### src/rtl/ex_pkg.sv
// Shared constants for the EX-stage ALU sequencer: op-select bit indices, flag bits, FSM states.
package ex_pkg;

  localparam int unsigned ALU_ADD = 9;
  localparam int unsigned ALU_SUB = 10;
  localparam int unsigned ALU_CMP = 11;
  localparam int unsigned ALU_MUL = 12;
  localparam int unsigned ALU_DIV = 13;
  localparam int unsigned ALU_MOD = 14;
  localparam int unsigned ALU_LSL = 15;
  localparam int unsigned ALU_LSR = 16;
  localparam int unsigned ALU_ASR = 17;
  localparam int unsigned ALU_OR  = 18;
  localparam int unsigned ALU_AND = 19;
  localparam int unsigned ALU_NOT = 20;
  localparam int unsigned ALU_MOV = 21;

  localparam int unsigned FLAG_ZERO = 0;
  localparam int unsigned FLAG_POS  = 1;

  localparam logic [0:0] IDLE     = 1'b0;
  localparam logic [0:0] DIV_BUSY = 1'b1;

endpackage

### src/rtl/ex_alu_sequencer_if.sv
// ID/EX issue bundle and EX result bundle of the ALU sequencer.
interface ex_alu_sequencer_if #(
  parameter int unsigned WIDTH = 32
);
  logic             issue_valid;
  logic [21:9]      ALU_Signals;
  logic [WIDTH-1:0] Operand_EX_A;
  logic [WIDTH-1:0] Operand_EX_B;
  logic             flush;
  logic             stall_EX;
  logic             result_valid;
  logic [WIDTH-1:0] EX_ALU_Result;
  logic [1:0]       flags;
  logic             div_by_zero;

  modport master (
    output issue_valid, ALU_Signals, Operand_EX_A, Operand_EX_B, flush,
    input  stall_EX, result_valid, EX_ALU_Result, flags, div_by_zero
  );

  modport slave (
    input  issue_valid, ALU_Signals, Operand_EX_A, Operand_EX_B, flush,
    output stall_EX, result_valid, EX_ALU_Result, flags, div_by_zero
  );
endinterface

### src/rtl/ex_iter_divider.sv
// Unsigned restoring divider, one quotient bit per cycle; quotient/remainder are valid with done.
module ex_iter_divider #(
  parameter int unsigned WIDTH     = 32,
  parameter int unsigned DIV_STEPS = WIDTH
) (
  input  logic             clk,
  input  logic             reset,
  input  logic             start,
  input  logic             abort,
  input  logic [WIDTH-1:0] dividend,
  input  logic [WIDTH-1:0] divisor,
  output logic             busy,
  output logic             done,
  output logic [WIDTH-1:0] quotient,
  output logic [WIDTH-1:0] remainder
);
  localparam int unsigned CntW = (DIV_STEPS > 1) ? $clog2(DIV_STEPS) : 1;

  logic             busy_q;
  logic [CntW-1:0]  cnt_q;
  logic [WIDTH-1:0] rem_q, quo_q, dvs_q;
  logic [WIDTH-1:0] rem_d, quo_d;
  logic [WIDTH:0]   trial;

  // Shift the next dividend bit into the partial remainder and try to subtract.
  always_comb begin
    trial = {rem_q, quo_q[WIDTH-1]} - {1'b0, dvs_q};
    if (!trial[WIDTH]) begin
      rem_d = trial[WIDTH-1:0];
      quo_d = {quo_q[WIDTH-2:0], 1'b1};
    end else begin
      rem_d = {rem_q[WIDTH-2:0], quo_q[WIDTH-1]};
      quo_d = {quo_q[WIDTH-2:0], 1'b0};
    end
  end

  assign busy      = busy_q;
  assign done      = busy_q && (cnt_q == CntW'(DIV_STEPS - 1));
  assign quotient  = quo_d;
  assign remainder = rem_d;

  always_ff @(posedge clk) begin
    if (reset || abort) begin
      busy_q <= 1'b0;
      cnt_q  <= '0;
      rem_q  <= '0;
      quo_q  <= '0;
      dvs_q  <= '0;
    end else if (start) begin
      busy_q <= 1'b1;
      cnt_q  <= '0;
      rem_q  <= '0;
      quo_q  <= dividend;
      dvs_q  <= divisor;
    end else if (busy_q) begin
      rem_q <= rem_d;
      quo_q <= quo_d;
      if (done) begin
        busy_q <= 1'b0;
        cnt_q  <= '0;
      end else begin
        cnt_q <= cnt_q + 1'b1;
      end
    end
  end
endmodule

### src/rtl/ex_alu_sequencer.sv
// EX-stage controller: single-cycle ALU ops, iterative DIV/MOD with stall, CMP flag register.
module ex_alu_sequencer
  import ex_pkg::*;
#(
  parameter int unsigned WIDTH     = 32,
  parameter int unsigned DIV_STEPS = WIDTH
) (
  input  logic              clk,
  input  logic              reset,
  ex_alu_sequencer_if.slave bus
);
  logic [WIDTH-1:0] a, b, diff, alu_res, res_q, div_quo, div_rem;
  logic [12:0]      sig, sel;
  logic [0:0]       state_q, state_d;
  logic [1:0]       flags_q;
  logic stall, accept, is_div, is_mod, is_divmod, is_cmp, b_zero, shift_big;
  logic rv_q, dbz_q, op_div_q, div_start, div_busy, div_done;

  assign a   = bus.Operand_EX_A;
  assign b   = bus.Operand_EX_B;
  assign sig = bus.ALU_Signals;
  // Isolate the lowest set select bit so the lowest index wins.
  assign sel = sig & (~sig + 13'd1);

  assign is_div    = sel[ALU_DIV-ALU_ADD];
  assign is_mod    = sel[ALU_MOD-ALU_ADD];
  assign is_cmp    = sel[ALU_CMP-ALU_ADD];
  assign is_divmod = is_div | is_mod;
  assign b_zero    = (b == '0);

  assign stall     = (state_q == DIV_BUSY);
  assign accept    = bus.issue_valid && !stall && !bus.flush;
  assign div_start = accept && is_divmod && !b_zero;

  always_comb begin
    diff      = a - b;
    shift_big = (b >= WIDTH'(WIDTH));
    alu_res   = '0;
    unique case (1'b1)
      sel[ALU_ADD-ALU_ADD]: alu_res = a + b;
      sel[ALU_SUB-ALU_ADD]: alu_res = diff;
      sel[ALU_CMP-ALU_ADD]: alu_res = diff;
      sel[ALU_MUL-ALU_ADD]: alu_res = a * b;
      sel[ALU_LSL-ALU_ADD]: alu_res = shift_big ? '0 : (a << b);
      sel[ALU_LSR-ALU_ADD]: alu_res = shift_big ? '0 : (a >> b);
      sel[ALU_ASR-ALU_ADD]: alu_res = shift_big ? {WIDTH{a[WIDTH-1]}} : WIDTH'($signed(a) >>> b);
      sel[ALU_OR-ALU_ADD]:  alu_res = a | b;
      sel[ALU_AND-ALU_ADD]: alu_res = a & b;
      sel[ALU_NOT-ALU_ADD]: alu_res = ~a;
      sel[ALU_MOV-ALU_ADD]: alu_res = b;
      default:              alu_res = '0;
    endcase
  end

  always_comb begin
    state_d = state_q;
    case (state_q)
      IDLE:     if (div_start) state_d = DIV_BUSY;
      DIV_BUSY: if (bus.flush || div_done || !div_busy) state_d = IDLE;
    endcase
  end

  always_ff @(posedge clk) begin
    if (reset) begin
      state_q  <= IDLE;
      res_q    <= '0;
      flags_q  <= '0;
      rv_q     <= 1'b0;
      dbz_q    <= 1'b0;
      op_div_q <= 1'b0;
    end else begin
      state_q <= state_d;
      rv_q    <= 1'b0;
      dbz_q   <= 1'b0;
      if (accept && !is_divmod) begin
        res_q <= alu_res;
        rv_q  <= 1'b1;
        if (is_cmp) begin
          flags_q[FLAG_ZERO] <= (a == b);
          flags_q[FLAG_POS]  <= !diff[WIDTH-1] && (diff != '0);
        end
      end else if (accept && b_zero) begin
        // Divide by zero resolves immediately without entering the divider.
        res_q <= is_div ? '1 : a;
        rv_q  <= 1'b1;
        dbz_q <= 1'b1;
      end else if (div_start) begin
        op_div_q <= is_div;
      end else if (stall && div_done && !bus.flush) begin
        res_q <= op_div_q ? div_quo : div_rem;
        rv_q  <= 1'b1;
      end
    end
  end

  ex_iter_divider #(
    .WIDTH     (WIDTH),
    .DIV_STEPS (DIV_STEPS)
  ) u_div (
    .clk       (clk),
    .reset     (reset),
    .start     (div_start),
    .abort     (bus.flush),
    .dividend  (a),
    .divisor   (b),
    .busy      (div_busy),
    .done      (div_done),
    .quotient  (div_quo),
    .remainder (div_rem)
  );

  assign bus.stall_EX      = stall;
  assign bus.result_valid  = rv_q;
  assign bus.EX_ALU_Result = res_q;
  assign bus.flags         = flags_q;
  assign bus.div_by_zero   = dbz_q;
endmodule

### src/flat_wrapper.sv
// flat-port wrapper written by rule: the top's interface ports become plain ports
module ex_alu_sequencer_flat import ex_pkg::*;
#(
  parameter int unsigned WIDTH     = 32,
  parameter int unsigned DIV_STEPS = WIDTH
)
  (clk, reset, bus_issue_valid, bus_ALU_Signals, bus_Operand_EX_A, bus_Operand_EX_B, bus_flush, bus_stall_EX, bus_result_valid, bus_EX_ALU_Result, bus_flags, bus_div_by_zero);
  ex_alu_sequencer_if #(.WIDTH(WIDTH)) bus_i ();
  input  logic clk;
  input  logic reset;
  input wire logic [$bits(bus_i.issue_valid)-1:0] bus_issue_valid;
  input wire logic [$bits(bus_i.ALU_Signals)-1:0] bus_ALU_Signals;
  input wire logic [$bits(bus_i.Operand_EX_A)-1:0] bus_Operand_EX_A;
  input wire logic [$bits(bus_i.Operand_EX_B)-1:0] bus_Operand_EX_B;
  input wire logic [$bits(bus_i.flush)-1:0] bus_flush;
  output wire logic [$bits(bus_i.stall_EX)-1:0] bus_stall_EX;
  output wire logic [$bits(bus_i.result_valid)-1:0] bus_result_valid;
  output wire logic [$bits(bus_i.EX_ALU_Result)-1:0] bus_EX_ALU_Result;
  output wire logic [$bits(bus_i.flags)-1:0] bus_flags;
  output wire logic [$bits(bus_i.div_by_zero)-1:0] bus_div_by_zero;
  assign bus_i.issue_valid = bus_issue_valid;
  assign bus_i.ALU_Signals = bus_ALU_Signals;
  assign bus_i.Operand_EX_A = bus_Operand_EX_A;
  assign bus_i.Operand_EX_B = bus_Operand_EX_B;
  assign bus_i.flush = bus_flush;
  assign bus_stall_EX = bus_i.stall_EX;
  assign bus_result_valid = bus_i.result_valid;
  assign bus_EX_ALU_Result = bus_i.EX_ALU_Result;
  assign bus_flags = bus_i.flags;
  assign bus_div_by_zero = bus_i.div_by_zero;
  ex_alu_sequencer #(.WIDTH(WIDTH), .DIV_STEPS(DIV_STEPS)) u_core (.clk(clk), .reset(reset), .bus(bus_i));
endmodule
### config.mk
export PLATFORM = sky130hd
export DESIGN_NAME = ex_alu_sequencer_flat
export DESIGN_NICKNAME = d
export VERILOG_FILES = /design/src/rtl/ex_pkg.sv /design/src/rtl/ex_alu_sequencer_if.sv /design/src/rtl/ex_iter_divider.sv /design/src/rtl/ex_alu_sequencer.sv /design/src/flat_wrapper.sv
export SDC_FILE = /design/constraint.sdc
export NUM_CORES = 2
export LEC_CHECK = 0
export CAP_MARGIN = 20
export CORE_AREA = 2 2 331 398
export CTS_CLUSTER_SIZE = 28
export DETAILED_ROUTE_END_ITERATION = 10
export DIE_AREA = 0 0 333 400
export PLACE_DENSITY_LB_ADDON = 0.2
export SLEW_MARGIN = 15
export SYNTH_ARGS = -nofsm -noshare
export SYNTH_HDL_FRONTEND = slang
export SYNTH_SLANG_ARGS = --single-unit
### constraint.sdc
create_clock -name clk -period 13.58 [get_ports clk]
set_input_delay 2.716 -clock clk [delete_from_list [all_inputs] [get_ports clk]]
set_output_delay 2.716 -clock clk [all_outputs]
set_load 0.1 [all_outputs]
==> summary.txt <==
Die height: 400 um
Synth top area share: 0.247
Share of post-route cells with drive strength above 1: 0.0727
Max Cap Viol: 0
Count leader, synth: nor2_1
Period utilization: 0.821
Synth-to-layout area growth: 11.3%
Syn Inst Count: 4277
Vias in the first global route: 33.7k
Core ar.: 130000 um^2
Remaining Overflow, GRT: 0
RSZ-0062 raised after global routing: no
Multi-input logic area: 27400 um^2
GRT Resource Usage Total: 0.271
Yosys Warn Count: 0
Global-route wire length before repair: 258000 um
Worst-path maximum fanout: 23
Mapped Avg Cell Area: 7.80 um^2
HP Class: flip-flop to flip-flop
Synth area leaders: fa_1, ha_1, dfxtp_1
Final #Nets: 4995
EDFF count, synth: 0
Die area: 133000 um^2
Clock buffer depth: 2
Routed Antenna Nets: 0
Setup crit end kind: flip-flop
# Post-CTS Setup Buffers: 0
CP arrival: 11460 ps
Rel. slew slack: 0.176
Seq/Total Area, Yosys: 0.0840
Setup Viol. Count Final: 0
Most instantiated cells after synthesis: nor2_1, inv_1, nand2_1, fa_1, ha_1
Port bufs: 117
Pins Over Slew Limit: 0
Synthesis-stage register bit count: 140
Total number of vias: 33.7k
# clock sinks: 140
# resized after CTS: 0
Synth area leader: fa_1
CTS buffer count: 17
Final Hold Violating Endpoints: 0
Routed wire length: 184000 um
Largest net degree at the start of global routing: 63
Async S/R FF share, synth: 0
FP Rows: 145
Synth Flop Type: dfxtp_1
Hold buffer count at cts: 0
Detailed Routing Iterations Pass 1: 6
Status: finished, final reports clean
CTS tree: yes
Post-detail-place hpwl: 142000 um
Clock root cell: clkbuf_16
Initial core utilization: 0.258
Filler instances: 14.2k
CP required: 13900 ps
Reg area: 2810 um^2
DRC viols: 0
Routed WL per cell: 30.8 um
Net count after synthesis: 5021
Clk_lat worst skew: 460 ps
Die Span X: 333 um
Placer congestion estimate: 1.06
H-tree Lvls: 4
Min Tclk post-route: 11150 ps
Final setup TNS: 0 ps
Clk slew on worst S/H paths: 70 ps
# IOs: 118
Post-synthesis cell type count: 89
Antenna violations before repair: 13
Initial DRC count: 3723
Vias per std cell: 5.65
Slew @ Worst Pin: 1230 ps
Startpoint types: input pin
Max Fclk: 89.7 MHz
Setup Skew: 21.7 ps
Cell Area, Synth: 33400 um^2
Flop-to-flop setup slack: 8540 ps
CP Class: input pin to flip-flop
-- worst max-delay path: stages --
cell and delay (ps):
clkdlybuf4s50_1 790, inv_1 960, nor2_1 170, fa_1 590
fa_1 440, fa_1 510, inv_1 50, fa_1 480
inv_1 50, fa_1 500, inv_1 60, fa_1 530
inv_1 50, fa_1 500, fa_1 420, ha_1 360
a21oi_1 200, nand2_1 60, or3_1 330, o21ai_0 370
o21ai_0 190, xnor2_1 430, o221ai_1 300, a22oi_1 260
a31oi_1 110
-- registers in the layout, indices dropped and copies added (netlist names) --
signal / flops
u_core.bus.EX_ALU_Result: 32
u_core.u_div.dvs_q: 32
u_core.u_div.quo_q: 32
u_core.u_div.rem_q: 32
u_core.u_div.cnt_q: 5
u_core.bus.flags: 2
u_core.bus.div_by_zero: 1
u_core.bus.result_valid: 1
u_core.bus.stall_EX: 1
u_core.op_div_q: 1
u_core.u_div.busy: 1
-- area by class of cell --
| cell class | instances | share of cell area |
|---|---|---|
| antenna | 1 | 0.0000674 |
| clock buffer | 17 | 0.0115 |
| clock inverter | 15 | 0.00509 |
| inverter | 528 | 0.0534 |
| multi-input combinational | 3306 | 0.738 |
| sequential | 140 | 0.0756 |
| tap | 1690 | 0.0569 |
| timing repair buffer | 258 | 0.0594 |
-- kinds of logic (layout without fill, tap and decap cells) --
family,Yosys count,count (layout),synth area share
adders and majority gates,663,663,0.341
muxes,189,189,0.0800
xor gates and xnor gates,150,150,0.0394
AOI/OAI and AO/OA,898,898,0.178
DFF,140,140,0.0840
and+or+nand+nor,1406,1406,0.181
other,0,1,0
buffers and inverters,831,818,0.0963
-- final timing paths --
path / from / endpoint / cells after the start
hold / removal: u_core.u_div.dvs_q[6]$_SDFFE_PP0P_ / u_core.u_div.dvs_q[6]$_SDFFE_PP0P_ / 2
hold reg to reg: u_core.u_div.dvs_q[6]$_SDFFE_PP0P_ / u_core.u_div.dvs_q[6]$_SDFFE_PP0P_ / 2
setup / recovery: bus_Operand_EX_B[6] / u_core.bus.EX_ALU_Result[23]$_SDFFE_PP0P_ / 25
setup reg to reg: u_core.bus.stall_EX$_SDFF_PP0_ / u_core.bus.EX_ALU_Result[16]$_SDFFE_PP0P_ / 13
-- cells in the final DEF, fill, tap and decap left out, types with 26 or more instances in the layout --
| master | synthesis | layout |
|---|---|---|
| a211oi_1 | 68 | 68 |
| a21o_1 | 42 | 42 |
| a21oi_1 | 227 | 227 |
| a31oi_1 | 36 | 35 |
| buf_4 | 9 | 141 |
| clkdlybuf4s50_1 | 0 | 111 |
| dfxtp_1 | 140 | 139 |
| fa_1 | 411 | 411 |
| ha_1 | 252 | 252 |
| inv_1 | 507 | 506 |
| mux2i_1 | 111 | 111 |
| mux4_2 | 60 | 60 |
| nand2_1 | 462 | 460 |
| nand3_1 | 55 | 55 |
| nor2_1 | 610 | 609 |
| nor3_1 | 74 | 72 |
| nor4_1 | 32 | 30 |
| o211ai_1 | 28 | 28 |
| o21ai_0 | 189 | 189 |
| o21bai_1 | 30 | 30 |
| o31ai_1 | 26 | 26 |
| xnor2_1 | 119 | 119 |
| xor2_1 | 31 | 31 |
-- metal layers --
metal,vias up,track usage,share of wire
li1,14300,-,-
met1,17100,0.343,0.40
met2,1802,0.439,0.45
met3,474,0.0454,0.080
met4,8,0.150,0.065
met5,-,0,0.00032
-- stage by stage --
step	cell area [um^2]	hold slack, ps	util	std cells	setup slack, ps
final	37100	455	0.287	5955	2430
after global routing	37100	474	0.287	5954	2130
after CTS	37100	458	0.287	5952	2260
after detailed placement	36500	448	0.282	5920	1790
after global placement	36500	445	0.282	5920	1980
after floorplan	33400	436	-	4277	2820
Power is left out: the tool's default activity adds up to more than one toggle a clock period on the data nets, which glitch-free logic cannot reach.
